==> src/rtl/io_oser_cell.sv <==
// Fabric-to-pad output serializer: accepts a parallel word over valid/ready and
// drives it LSB-first onto the pad, with a static combinational bypass path.
module io_oser_cell #(
  parameter int   WIDTH      = 4,
  parameter logic IDLE_LEVEL = 1'b0
) (
  input  logic             IQC,
  input  logic             QRT,
  input  logic [WIDTH-1:0] A2F_D,
  input  logic             A2F_OE,
  input  logic             A2F_VALID,
  output logic             A2F_READY,
  input  logic             OSEL,
  output logic             IQZ,
  output logic             IQE,
  output logic             BUSY
);

  localparam int             CW   = (WIDTH > 1) ? $clog2(WIDTH) : 1;
  localparam logic [CW-1:0]  LAST = CW'(WIDTH - 1);

  typedef enum logic {
    IDLE  = 1'b0,
    SHIFT = 1'b1
  } state_t;

  state_t           state;
  logic [CW-1:0]    cnt;
  logic [WIDTH-1:0] sreg;
  logic             oe_q;
  logic             last_bit;
  logic             accept;

  assign last_bit = (cnt == LAST);

  // The pad always shows bit 0 of the shift register while a word is in
  // flight, so the first bit appears right after the accept edge.
  // NOTE: every output gets a default first so no path can infer a latch.
  always_comb begin
    A2F_READY = 1'b1;
    IQZ       = IDLE_LEVEL;
    IQE       = 1'b0;
    BUSY      = 1'b0;
    if (OSEL) begin
      IQZ = A2F_D[0];
      IQE = A2F_OE;
    end else if (state == SHIFT) begin
      IQZ       = sreg[0];
      IQE       = oe_q;
      BUSY      = 1'b1;
      A2F_READY = last_bit;
    end
  end

  assign accept = A2F_VALID & A2F_READY & ~OSEL;

  // NOTE: state is updated with non-blocking assignments so every register
  // samples pre-edge values regardless of statement order.
  always_ff @(posedge IQC or negedge QRT) begin
    if (!QRT) begin
      state <= IDLE;
      cnt   <= '0;
      sreg  <= '0;
      oe_q  <= 1'b0;
    end else if (OSEL) begin
      // Bypass discards any in-flight word; serial path restarts from IDLE.
      state <= IDLE;
      cnt   <= '0;
    end else if (accept) begin
      state <= SHIFT;
      cnt   <= '0;
      sreg  <= A2F_D;
      oe_q  <= A2F_OE;
    end else if (state == SHIFT) begin
      if (last_bit) begin
        state <= IDLE;
      end else begin
        sreg <= sreg >> 1;
        cnt  <= cnt + CW'(1);
      end
    end
  end

endmodule

==> config.mk <==
export PLATFORM = sky130hd
export DESIGN_NAME = io_oser_cell
export DESIGN_NICKNAME = d
export VERILOG_FILES = /design/src/rtl/io_oser_cell.sv
export SDC_FILE = /design/constraint.sdc
export NUM_CORES = 1
export LEC_CHECK = 0
export BUFFER_PORTS_ARGS = -buffer_cell sky130_fd_sc_hd__buf_2
export CAP_MARGIN = 20
export CORE_MARGIN = 10
export CORE_UTILIZATION = 30
export DETAILED_ROUTE_END_ITERATION = 8
export SYNTH_ARGS = -nofsm -noshare
export SYNTH_HDL_FRONTEND = slang
export SYNTH_SLANG_ARGS = --single-unit
==> constraint.sdc <==
create_clock -name IQC -period 1.85 [get_ports IQC]
set_input_delay 0.0925 -clock IQC [delete_from_list [all_inputs] [get_ports IQC]]
set_output_delay 0.0925 -clock IQC [all_outputs]
set_load 0.05 [all_outputs]
# --- Word-level counts from Yosys, hierarchy flattened ---
# Index checks and enable logic that the tools add are counted.
classes:
  addsub: 1
  n_eq_ne: 3
  mux: 19
  bitwise: 3
  n_reduce_logical: 5
op_table:
  columns: ["operator", "n"]
  rows:
  - ["1-bit 2-to-1 mux", 12]
  - ["4-bit 2-to-1 mux", 3]
  - ["2-bit 2-to-1 mux", 4]
  - ["2-bit AND reduction", 2]
  - ["3-bit by 2-bit inequality test with 1-bit output, second input constant", 1]
  - ["3-bit AND reduction", 1]
  - ["3-bit nonzero test", 1]
  - ["2-bit by 1-bit adder with 2-bit output, second input constant", 1]
  - ["1-bit bitwise AND", 2]
  - ["2-bit == test, second input constant", 1]
  - ["2-bit by 1-bit inequality test with 1-bit output, second input constant", 1]
  - ["2-bit nonzero test", 1]
  - ["1-bit inverter", 1]
word_totals:
  reg_bits: 8
  in_bits: 9
  output_inout_bits: 4
  elab_cells: 35

# --- Depth between registers and ports, before layout ---
# Gate-level depths: netlist (run 1).
logic_depth:
  ltp_word: 7
  mapped_depth: 5
  depth_no_buf: 4

# --- Least setup slack after synthesis (run 1) ---
# Ideal clock, no wire load.
synth_timing:
  kind: "flip-flop to flip-flop"
  startpoint: "register cnt[0]"
  endpoint: "register sreg[0]"
  setup_ns: 0.126
  arrival_time_ns: 1.346
  required_ns: 1.724
  slack_ns: 0.378
  stages_incl_launch_ff: 6
  path_buffers: 1
  synth_period_minus_slack_ns: 1.472
  path_cell_list: "dfrtp_1 > ha_1 > nand2b_4 > and3_4 > buf_6 > a221o_1"
synth_between:
  elab_chain_cells: 7
  word_cells_on_any_way: 9
  cone_classes: "2 x eq/ne; 3 x mux; 2 x bitwise; 2 x reduce/logical"
synth_lines:
  columns: ["item", "line_no", "rtl"]
  rows:
  - ["start, declared", "28", "logic [CW-1:0] cnt;"]
  - ["start signal, assigned", "79", "cnt <= cnt + CW'(1);"]
  - ["2-bit == test (*)", "34", "assign last_bit = (cnt == LAST);"]
  - ["1-bit 2-to-1 mux", "47", "end else if (state == SHIFT) begin"]
  - ["1-bit 2-to-1 mux", "44", "if (OSEL) begin"]
  - ["1-bit bitwise AND (2 in series)", "55", "assign accept = A2F_VALID & A2F_READY & ~OSEL;"]
  - ["2-bit by 1-bit inequality test with 1-bit output (no source line) / 2-bit nonzero test (equally long branches)", null, null]
  - ["3-bit AND reduction (no source line)", null, null]
  - ["end signal, assigned", "78", "sreg <= sreg >> 1;"]
  - ["end, declared", "29", "logic [WIDTH-1:0] sreg;"]
# Every way passes the cells marked *; elsewhere a longest branch is shown, timed or not.
# A chain may end at the register's enable or synchronous reset.

# --- Final worst setup path (run 1) ---
layout_timing:
  startpoint: "register cnt[0]"
  endpoint: "output A2F_READY"
layout_between:
  elab_chain_cells: 3
layout_lines:
  columns: ["item", "line_no", "rtl"]
  rows:
  - ["2-bit == test", "34", null]
  - ["1-bit 2-to-1 mux", "47", null]
  - ["1-bit 2-to-1 mux", "44", null]
  - ["end, declared", "12", "output logic A2F_READY,"]
# Every way passes these cells.

==> impl_metrics.py, run 1 <==
metrics = {
    "logic_synthesis": {
        "synthCells": 34,
        "netlist_area_um2": 419,
        "ys.warnings.count": 0,
        "syn_nets": 44,
        "yosys.cell_types.count": 19,
        "yosysSeqAreaShare": 0.478,
        "syn_avg_cell_area_um2": 12.3,
        "ys_ff_latch": 8,
    },
    "cts": {
        "clkSinkCount": 8,
        "clkSlewWorstSetupHoldPaths_ns": 0.06,
        "cts_tree": "yes",
        "ctsHtreeMaxLevel": 1,
        "root_buffer": "clkbuf_4",
        "insertion_delay_ns": 0.27,
        "clockBufferDepth": 2,
        "cts_setup_buffers": 0,
        "cts_buffers": 3,
    },
    "sta": {
        "finClkSkew_ns": 0.00679,
        "rsz0062_at_grt": "false",
        "tns_ns": 0,
        "setup_viol": 0,
        "finalCritPeriodShare": 0.843,
        "finalHoldViolations": 0,
        "finalCriticalPeriod_ns": 1.56,
        "fmaxAchievable_mhz": 641,
        "drv_slew": 0,
        "relSlewSlack": 0.806,
        "postLayoutSetupSlackWorst_ns": 0.291,
        "worstMarginPinSlew_ns": 0.289,
    },
    "placed_design": {
        "hpwl_um": 695,
        "pre_cts_ws_ns": 0.382,
        "place_congestion": 0.652,
        "dpl.cell_count": 60,
        "io_buffers": 12,
    },
    "setup_path": {
        "cp_num_buf_inv": 2,
        "critPathCaptureType": "output pin",
        "r2r_end": "sreg[2]",
        "r2r_cells": 4,
        "cp_data_required_time_ns": 1.76,
        "path_cells": "ha_1 > nor3b_2 > inv_1 > buf_2",
        "worst_setup_path_start_kind": "flop",
        "cp.depth": 4,
        "cp.arrival_ns": 1.47,
        "crit_fanout": 5,
        "slowest_delay_ns": 0.39,
        "crit_family": "flip-flops",
        "r2r-start": "cnt[0]",
        "rrSetupSlack_ns": 0.38,
        "cp_slowest_cell": "dfrtp_1",
        "worstSetupPathType": "flop to output pin",
    },
    "min_path": {
        "hp-start": "A2F_D[3]",
        "hold_path_class": "input pin to flop",
        "holdPathStages": 2,
        "holdPathEnd": "sreg[3]",
    },
    "layout": {
        "stdcell_count": 64,
        "diodes": 0,
        "nets": 61,
        "multi_input_area_um2": 196,
        "drive_gt1_frac": 0.408,
        "fill_cells": 130,
        "area_growth_syn_to_layout_pct": 23.9,
        "final_util": 0.394,
        "regArea_um2": 200,
    },
    "die": {
        "core_um2": 1320,
        "dieArea_um2": 3290,
        "dieWidth_um": 57.4,
        "dieHeight_um": 57.4,
        "placementRows": 13,
        "io_pins": 13,
        "start_util": 0.318,
    },
    "pwr": {
        "intPower_mw": 0.332,
        "combPwrFrac": 0.239,
        "switching_share": 0.314,
        "vdd_ir_drop_max_v": 0.000403,
        "powerDensity_nw_per_um2": 931,
        "seqPwrFrac": 0.463,
        "p_clk_frac": 0.297,
        "p_leak_nw": 0.270,
        "p_switching_mw": 0.152,
        "total_power_mw": 0.483,
    },
    "route": {
        "vias": 316,
        "wl_per_cell_um": 14.0,
        "antenna_left": 0,
        "firstDrtPassIters": 2,
        "routed_wirelength_um": 894,
        "drc": 0,
        "dr.first_iter.drc_count": 5,
        "vias_per_cell": 4.94,
    },
    "grt": {
        "gr-total-overflow": 0,
        "grt_pass1_vias": 286,
        "antenna_found_initial": 0,
        "grt_pass1_wl_um": 1370,
        "track_usage": 0.0572,
        "grt_max_degree": 9,
    },
    "flow_run": {
        "cap_violations": 0,
    },
    "outcome": {
        "status": "finished clean",
    },
}
==> flip-flops by register name, indices dropped and copies added (netlist names) <==
register and count:
sreg 4, cnt 2, oe_q 1, state 1
==> repair_timing <==
| item | CTS | global route |
|---|---|---|
| hold buffers | 1 | 0 |
| resized for setup | 0 | 0 |
| endpoints found under the hold margin | 8 | 0 |
==> power by group through the flow <==
stage / clock (mW) / combinational [mW] / sequential [mW]
4_1_cts: 0.144 / 0.117 / 0.225
2_1_floorplan: 0 / 0.0885 / 0.221
3_3_place_gp: 0 / 0.114 / 0.228
3_5_place_dp: 0 / 0.116 / 0.228
5_1_grt: 0.155 / 0.125 / 0.228
6_report: 0.144 / 0.116 / 0.224
==> how the worst max path moves through the flow <==
stage | start | endpoint | slack (ns)
floorplan | cnt[0] | sreg[0] | 0.38
CTS | cnt[0] | A2F_READY | 0.28
finish | cnt[0] | A2F_READY | 0.29
detailed placement | cnt[0] | sreg[2] | 0.38
global route | cnt[0] | A2F_READY | 0.17
global placement | cnt[0] | sreg[1] | 0.42
==> synth_stat cells <==
cell	instances	area, um2
a221o_1	3	30.0
a22o_1	3	26.3
a31oi_2	1	12.5
and2_1	3	18.8
and2b_1	1	7.51
and3_4	1	11.3
and3b_1	1	8.76
buf_6	1	11.3
dfrtp_1	8	200
ha_1	1	12.5
inv_1	2	7.51
inv_2	1	3.75
mux2_1	1	11.3
mux2i_1	1	10.0
nand2b_4	1	13.8
nor2_1	2	7.51
nor2b_1	1	6.26
nor3b_2	1	12.5
o21a_1	1	7.51
==> placed cells by master, fill, tap and decap left out <==
master,instances
mux2_1,1
and3_4,1
mux2i_1,1
nor2b_1,1
ha_1,1
buf_2,12
o21a_1,1
and2b_1,1
dfrtp_1,8
a221o_1,3
inv_1,2
nand2b_4,1
and2_1,3
a22o_1,3
clkbuf_4,3
a31oi_2,1
inv_2,1
dlygate4sd3_1,1
and3b_1,1
nor3b_2,1
nor2_1,2
==> per-stage QoR <==
stage	area [um2]	hold slack, ns
finish	519	0.0551
global route	519	0.0623
CTS	519	0.0595
detailed placement	487	-0.0555
global placement	487	-0.0515
floorplan	419	-0.203
==> cell families (layout without fill, tap and decap cells) <==
kind of cell,Yosys count,count (layout),synth area share
DFF,8,8,0.478
muxes,2,2,0.0507
buffers and inverters,4,19,0.0537
AOI/OAI and AO/OA,8,8,0.182
adders and majority gates,1,1,0.0298
and+or+nand+nor,11,11,0.206
==> routing by layer <==
layer  global-route usage  share of wire  up-vias  wire length (um)
met2               0.0660           0.40       12               359
met3               0.0597           0.15        4               132
li1                     -              -      155                 -
met1               0.0596           0.43      145               381
met5                    0              0        -                 0
met4               0.0403          0.023        0                21
==> area by class of cell <==
| type | count | area share |
|---|---|---|
| well taps | 15 | 0.0361 |
| repair buffers | 13 | 0.135 |
| clock buffers | 3 | 0.0434 |
| inverters | 3 | 0.0217 |
| flip-flops and latches | 8 | 0.386 |
| multi-input cells | 22 | 0.378 |
Note: power is estimated with default switching activity, not from simulation.
==> run 2, diff against run 1 <==
==> constraint.sdc (replaced) <==
create_clock -name IQC -period 1.4 [get_ports IQC]
set_input_delay 0.07 -clock IQC [delete_from_list [all_inputs] [get_ports IQC]]
set_output_delay 0.07 -clock IQC [all_outputs]
set_load 0.05 [all_outputs]
==> run 2 against run 1 <==
Clock skew shrank 0.0041 ns. Combinational power grew 64%. Critical path depth grew 1. Sequential share of layout area shrank 4.4 points. Core utilization grew 5.1 points. Via count grew 8.9%. Global-route usage shrank 0.14 points. Sequential power grew 32%. Flip-flop and latch count is the same. Critical path type is now flop to flop.
==> impl_metrics.py, run 2 (synthesis results as in run 1) <==
metrics = {
    "outcome": {
        "status": "finished clean",
    },
    "die": {
        "placementRows": 13,
        "dieWidth_um": 57.4,
        "dieArea_um2": 3290,
        "start_util": 0.318,
        "dieHeight_um": 57.4,
        "core_um2": 1320,
        "io_pins": 13,
    },
    "placed_design": {
        "pre_cts_ws_ns": 0.0377,
        "io_buffers": 12,
        "placed_area_um2": 507,
        "dpl.cell_count": 62,
        "hpwl_um": 714,
        "place_congestion": 0.671,
    },
    "sta": {
        "rsz0062_at_grt": "true",
        "drv_slew": 0,
        "setup_viol": 0,
        "worstMarginPinSlew_ns": 0.253,
        "finalHoldViolations": 0,
        "postLayoutSetupSlackWorst_ns": 0.00204,
        "fmaxAchievable_mhz": 715,
        "finClkSkew_ns": 0.00272,
        "relSlewSlack": 0.832,
        "finalCriticalPeriod_ns": 1.40,
        "finalCritPeriodShare": 0.999,
    },
    "layout": {
        "diodes": 0,
        "stdcell_count": 70,
        "stdcell_area_um2": 587,
        "drive_gt1_frac": 0.545,
        "largest_reg_flops": 4,
        "area_growth_syn_to_layout_pct": 40.0,
        "most-common-layout-cells": "buf_2, dfrtp_1, buf_4, clkbuf_4",
        "reg.largest.list": "sreg: 4 flops, cnt: 2 flops",
        "layout_commonest_cell": "buf_2",
        "regMostFlops": "sreg",
        "nets": 67,
    },
    "setup_path": {
        "cp_data_required_time_ns": 1.53,
        "r2r_end": "sreg[0]",
        "worstSetupPathType": "flop to flop",
        "r2r-start": "cnt[0]",
        "critPathCaptureType": "flop",
        "rrSetupSlack_ns": 0.002,
        "slowest_delay_ns": 0.38,
        "cp.arrival_ns": 1.53,
        "cp_slowest_cell": "dfrtp_1",
        "crit_fanout": 5,
        "r2r_cells": 5,
        "path_cells": "ha_2 > nor3b_2 > buf_4 > a31oi_4 > a221o_1",
        "worst_setup_path_start_kind": "flop",
        "cp-startpoint": "cnt[0]",
    },
    "route": {
        "firstDrtPassIters": 2,
        "wl_per_cell_um": 13.0,
        "vias_per_cell": 4.91,
        "antenna_left": 0,
        "routed_wirelength_um": 911,
        "vias": 344,
        "drc": 0,
        "dr.first_iter.drc_count": 6,
    },
    "cts": {
        "clkSinkCount": 8,
        "root_buffer": "clkbuf_4",
        "ctsHtreeMaxLevel": 1,
        "cts_buffers": 3,
        "insertion_delay_ns": 0.25,
        "clkSlewWorstSetupHoldPaths_ns": 0.05,
        "cts_tree": "yes",
        "clockBufferDepth": 2,
    },
    "grt": {
        "grt_pass1_vias": 335,
        "gr-total-overflow": 0,
        "track_usage": 0.0558,
        "antenna_found_initial": 0,
        "grt_pass1_wl_um": 1440,
        "grt_max_degree": 9,
    },
    "flow_run": {
        "cap_violations": 0,
    },
    "pwr": {
        "p_leak_nw": 0.303,
        "switching_share": 0.294,
        "combPwrFrac": 0.290,
        "p_switching_mw": 0.193,
        "p_clk_frac": 0.262,
        "powerDensity_nw_per_um2": 1120,
        "seqPwrFrac": 0.449,
        "vdd_ir_drop_max_v": 0.000607,
        "intPower_mw": 0.464,
    },
    "min_path": {
        "holdPathEnd": "sreg[3]",
        "hold_path_class": "input pin to flop",
        "holdPathStages": 2,
        "hp-start": "A2F_D[3]",
    },
}
run 2: changes by cell type in the layout (fill, tap and decap cells not counted), moves of 2 or more:
cell / before / now
buf_2: 12 / 10
a22o_2: 0 / 2
buf_4: 0 / 6
a22o_1: 3 / 1
run 2: per-layer routing:
metal  up-vias  track usage  share of wire
met1       165       0.0544           0.43
met3         0       0.0531          0.091
met5         -            0              0
met2        11       0.0859           0.48
li1        168            -              -
met4         0       0.0101              0
run 2: area by class of cell:
class | count | area [um2]
inverter | 3 | 11.3
multi-input combinational | 22 | 210
sequential | 8 | 200
timing repair buffer | 19 | 124
fill | 126 | 731
tap | 15 | 18.8
clock buffer | 3 | 22.5
run 2: critical path, delay by kind of cell, from the launching register on:
family,cells,cell delay [ns]
flip-flops,1,0.38
AO/OA/AOI/OAI,2,0.37
AND/OR/NAND/NOR,1,0.19
adder cells (fa/ha/maj),1,0.18
buffers and inverters,1,0.15
run 2: power groups by stage:
stage / sequential, mW / clock (mW) / combinational [mW]
final: 0.295 / 0.172 / 0.190
after global routing: 0.300 / 0.197 / 0.203
after floorplan: 0.293 / 0 / 0.119
after CTS: 0.296 / 0.184 / 0.178
after detailed placement: 0.300 / 0 / 0.161
after global placement: 0.300 / 0 / 0.161
run 2: how the worst max path moves through the flow:
stage / end / cells after the start
after global routing: A2F_READY / 5
after floorplan: sreg[0] / 5
final: sreg[0] / 5
after global placement: sreg[0] / 4
after detailed placement: sreg[2] / 4
after CTS: A2F_READY / 5
run 2: what timing repair did:
item / CTS / global route
pin swaps: 1 / 3
setup buffers: 3 / 1
hold buffers: 1 / 0
hold endpoints to repair: 8 / 0
resized for setup: 3 / 2
setup endpoints to repair: 1 / 5
run 2: through the flow:
stage | total power [mW] | utilization | hold slack (ns) | setup TNS (ns)
final | 0.657 | 0.445 | 0.0496 | 0
after global routing | 0.700 | 0.445 | 0.0410 | -0.229
after CTS | 0.658 | 0.431 | 0.0448 | -0.0126
after detailed placement | 0.461 | 0.385 | -0.0750 | 0
after global placement | 0.461 | 0.385 | -0.0744 | 0
after floorplan | 0.411 | - | -0.226 | -0.0625
==> run 3, diff against run 2 <==
--- a/config.mk
+++ b/config.mk
@@ -5,10 +5,12 @@
 export SDC_FILE = /design/constraint.sdc
 export NUM_CORES = 1
 export LEC_CHECK = 0
+export ABC_AREA = 1
 export BUFFER_PORTS_ARGS = -buffer_cell sky130_fd_sc_hd__buf_2
 export CAP_MARGIN = 20
 export CORE_MARGIN = 10
 export CORE_UTILIZATION = 30
+export CTS_CLUSTER_SIZE = 20
 export DETAILED_ROUTE_END_ITERATION = 8
 export SYNTH_ARGS = -nofsm -noshare
 export SYNTH_HDL_FRONTEND = slang
==> constraint.sdc (replaced) <==
create_clock -name IQC -period 1.4 [get_ports IQC]
set_input_delay 0.42 -clock IQC [delete_from_list [all_inputs] [get_ports IQC]]
set_output_delay 0.42 -clock IQC [all_outputs]
set_load 0.05 [all_outputs]
==> run 3 against run 2 <==
The run now ends with negative setup slack left. Combinational power is 13% higher. Fmax is 13% lower. Clock-buffer cell count stayed put. Cell count is 24% higher. Flip-flop and latch count stayed put. Die area is 0.59% lower. Global-route usage is 0.98 points higher. Hold slack better by 0.36 ns. Non-clock buffer count is 3 higher. Register-to-register slack better by 0.18 ns. Critical path type is now flop to output pin. Largest cell class unchanged.
==> impl_metrics.py, run 3 <==
metrics = {
    "setup_path": {
        "worst_setup_path_start_kind": "flop",
        "cp-startpoint": "state",
        "crit_fanout": 3,
        "path_cells": "nand2_4 > clkinvlp_4 > a22o_4 > buf_6",
        "r2r-start": "state",
        "worstSetupPathType": "flop to output pin",
        "cp_data_required_time_ns": 0.98,
        "crit_family": "flip-flops",
        "cp.arrival_ns": 1.18,
        "critPathCaptureType": "output pin",
        "cp_num_buf_inv": 2,
        "slowest_delay_ns": 0.40,
        "cp_slowest_cell": "dfrtp_1",
    },
    "grt": {
        "grt_max_degree": 9,
        "grt_pass1_vias": 398,
        "grt_pass1_wl_um": 1680,
        "gr-total-overflow": 0,
        "track_usage": 0.0656,
        "antenna_found_initial": 0,
    },
    "die": {
        "core_um2": 1300,
        "placementRows": 13,
        "dieWidth_um": 57.2,
        "io_pins": 13,
        "start_util": 0.319,
        "dieHeight_um": 57.2,
        "dieArea_um2": 3270,
    },
    "logic_synthesis": {
        "ys_ff_latch": 8,
        "async_reset_ff_frac": 1.00,
        "syn_avg_cell_area_um2": 8.84,
        "synthCells": 47,
        "netlist_area_um2": 415,
        "yosys-top-cells-area": "dfrtp_1, nand3_1, nand2_1",
        "synth_edf_count": 0,
        "ys_top_cells_by_count": "nand2_1, nand3_1, dfrtp_1",
        "synth_top_area_share": 0.482,
        "yosysSeqAreaShare": 0.482,
        "syn_nets": 57,
        "synthFlopType": "dfrtp_1",
        "ys.warnings.count": 0,
        "synth_largest_area_cell": "dfrtp_1",
        "yosys.cell_types.count": 15,
    },
    "min_path": {
        "hold_path_class": "input pin to flop",
        "hp-start": "A2F_D[3]",
    },
    "layout": {
        "regMostFlops": "sreg",
        "largest_reg_flops": 4,
        "stdcell_count": 87,
        "nets": 84,
        "most-common-layout-cells": "nand3_1, buf_4, nand2_1, dfrtp_1, buf_2",
        "diodes": 0,
        "drive_gt1_frac": 0.500,
        "reg.largest.list": "sreg: 4 flops, cnt: 2 flops",
        "area_growth_syn_to_layout_pct": 58.4,
        "stdcell_area_um2": 658,
    },
    "sta": {
        "fmaxAchievable_mhz": 624,
        "finalCriticalPeriod_ns": 1.60,
        "postLayoutSetupSlackWorst_ns": -0.204,
        "rsz0062_at_grt": "true",
        "relSlewSlack": 0.879,
        "setup_viol": 4,
        "finalHoldViolations": 0,
        "tns_ns": -0.591,
        "worstMarginPinSlew_ns": 0.182,
        "finalCritPeriodShare": 1.15,
        "drv_slew": 0,
        "hold_ws_ns": 0.405,
        "finClkSkew_ns": 0.00670,
    },
    "cts": {
        "ctsHtreeMaxLevel": 1,
        "clkSlewWorstSetupHoldPaths_ns": 0.05,
        "clkSinkCount": 8,
        "root_buffer": "clkbuf_4",
        "clockBufferDepth": 2,
        "cts_tree": "yes",
        "insertion_delay_ns": 0.25,
        "cts_buffers": 3,
    },
    "outcome": {
        "status": "complete, but fails checks",
        "violations": "negative setup slack",
    },
    "placed_design": {
        "dpl.cell_count": 82,
        "io_buffers": 12,
        "placed_area_um2": 591,
        "place_congestion": 0.724,
        "hpwl_um": 819,
    },
    "route": {
        "vias": 380,
        "wl_per_cell_um": 11.5,
        "drc": 0,
        "dr.first_iter.drc_count": 11,
        "vias_per_cell": 4.37,
        "routed_wirelength_um": 1000,
        "firstDrtPassIters": 4,
        "antenna_left": 0,
    },
    "pwr": {
        "p_leak_nw": 0.342,
        "vdd_ir_drop_max_v": 0.000665,
        "powerDensity_nw_per_um2": 1030,
        "total_power_mw": 0.678,
    },
    "flow_run": {
        "cap_violations": 0,
    },
}
## run 3: cell count changes after synthesis, sizes merged, moves of 3 or more
cell	change
nand2	+11
nand3	+10
inv	+4
o21ai	+4
a221o	-3
and2	-3
nand4	+3
## run 3: worst paths after layout
| kind | end | slack [ns] | cells after the start |
|---|---|---|---|
| setup / recovery | IQZ | -0.20 | 4 |
| hold / removal | sreg[3] | 0.40 | 3 |
| setup reg to reg | sreg[1] | 0.18 | 6 |
| hold reg to reg | sreg[0] | 0.49 | 2 |
| max in group asynchronous | sreg[0] | 0.69 | 2 |
| min in group asynchronous | sreg[3] | 0.54 | 2 |
## run 3: worst register-to-register path: stages (launching register included)
cell and delay (ns):
dfrtp_1 0.40, buf_4 0.15, buf_4 0.12, nand2_2 0.13, nand3_4 0.13, nand3_1 0.09, nand3_1 0.07
## run 3: power breakdown
part / switching [mW] / internal, mW
Sequential: 0.0242 / 0.272
Clock: 0.0700 / 0.0975
Combinational: 0.120 / 0.0954
## run 3: logic make-up (layout without fill, tap and decap cells)
| family | Yosys count | in the layout | synth area share |
|---|---|---|---|
| buffers and inverters | 7 | 32 | 0.0632 |
| DFF | 8 | 8 | 0.482 |
| adders and majority gates | 1 | 1 | 0.0301 |
| AOI/OAI and AO/OA | 5 | 5 | 0.0693 |
| and+or+nand+nor | 26 | 26 | 0.355 |
## run 3: cell type report
type,instances,area [um2]
Timing Repair Buffer,22,163
Tap cell,15,18.8
Inverter,7,42.5
Clock buffer,3,22.5
Sequential cell,8,200
Fill cell,133,643
Multi-Input combinational cell,32,211
## run 3: per-stage QoR
| stage | setup slack [ns] | util |
|---|---|---|
| 2_1_floorplan | -0.149 | - |
| 3_3_place_gp | -0.209 | 0.454 |
| 3_5_place_dp | -0.223 | 0.454 |
| 4_1_cts | -0.216 | 0.488 |
| 5_1_grt | -0.281 | 0.506 |
| 6_report | -0.204 | 0.506 |
## run 3: metal layers
| layer | part of all wire | track usage | vias up | wire (um) |
|---|---|---|---|---|
| li1 | - | - | 209 | - |
| met1 | 0.50 | 0.0776 | 159 | 500 |
| met2 | 0.46 | 0.0946 | 12 | 458 |
| met3 | 0.045 | 0.0288 | 0 | 45 |
| met4 | 0 | 0.0403 | 0 | 0 |
| met5 | 0 | 0 | - | 0 |
## run 3: what timing repair did
item	in CTS	in global routing
setup endpoints to repair	4	4
gates resized for setup	7	3
hold buffers	0	1
buffers inserted	0	1
pin swaps	0	1
endpoints found under the hold margin	0	8
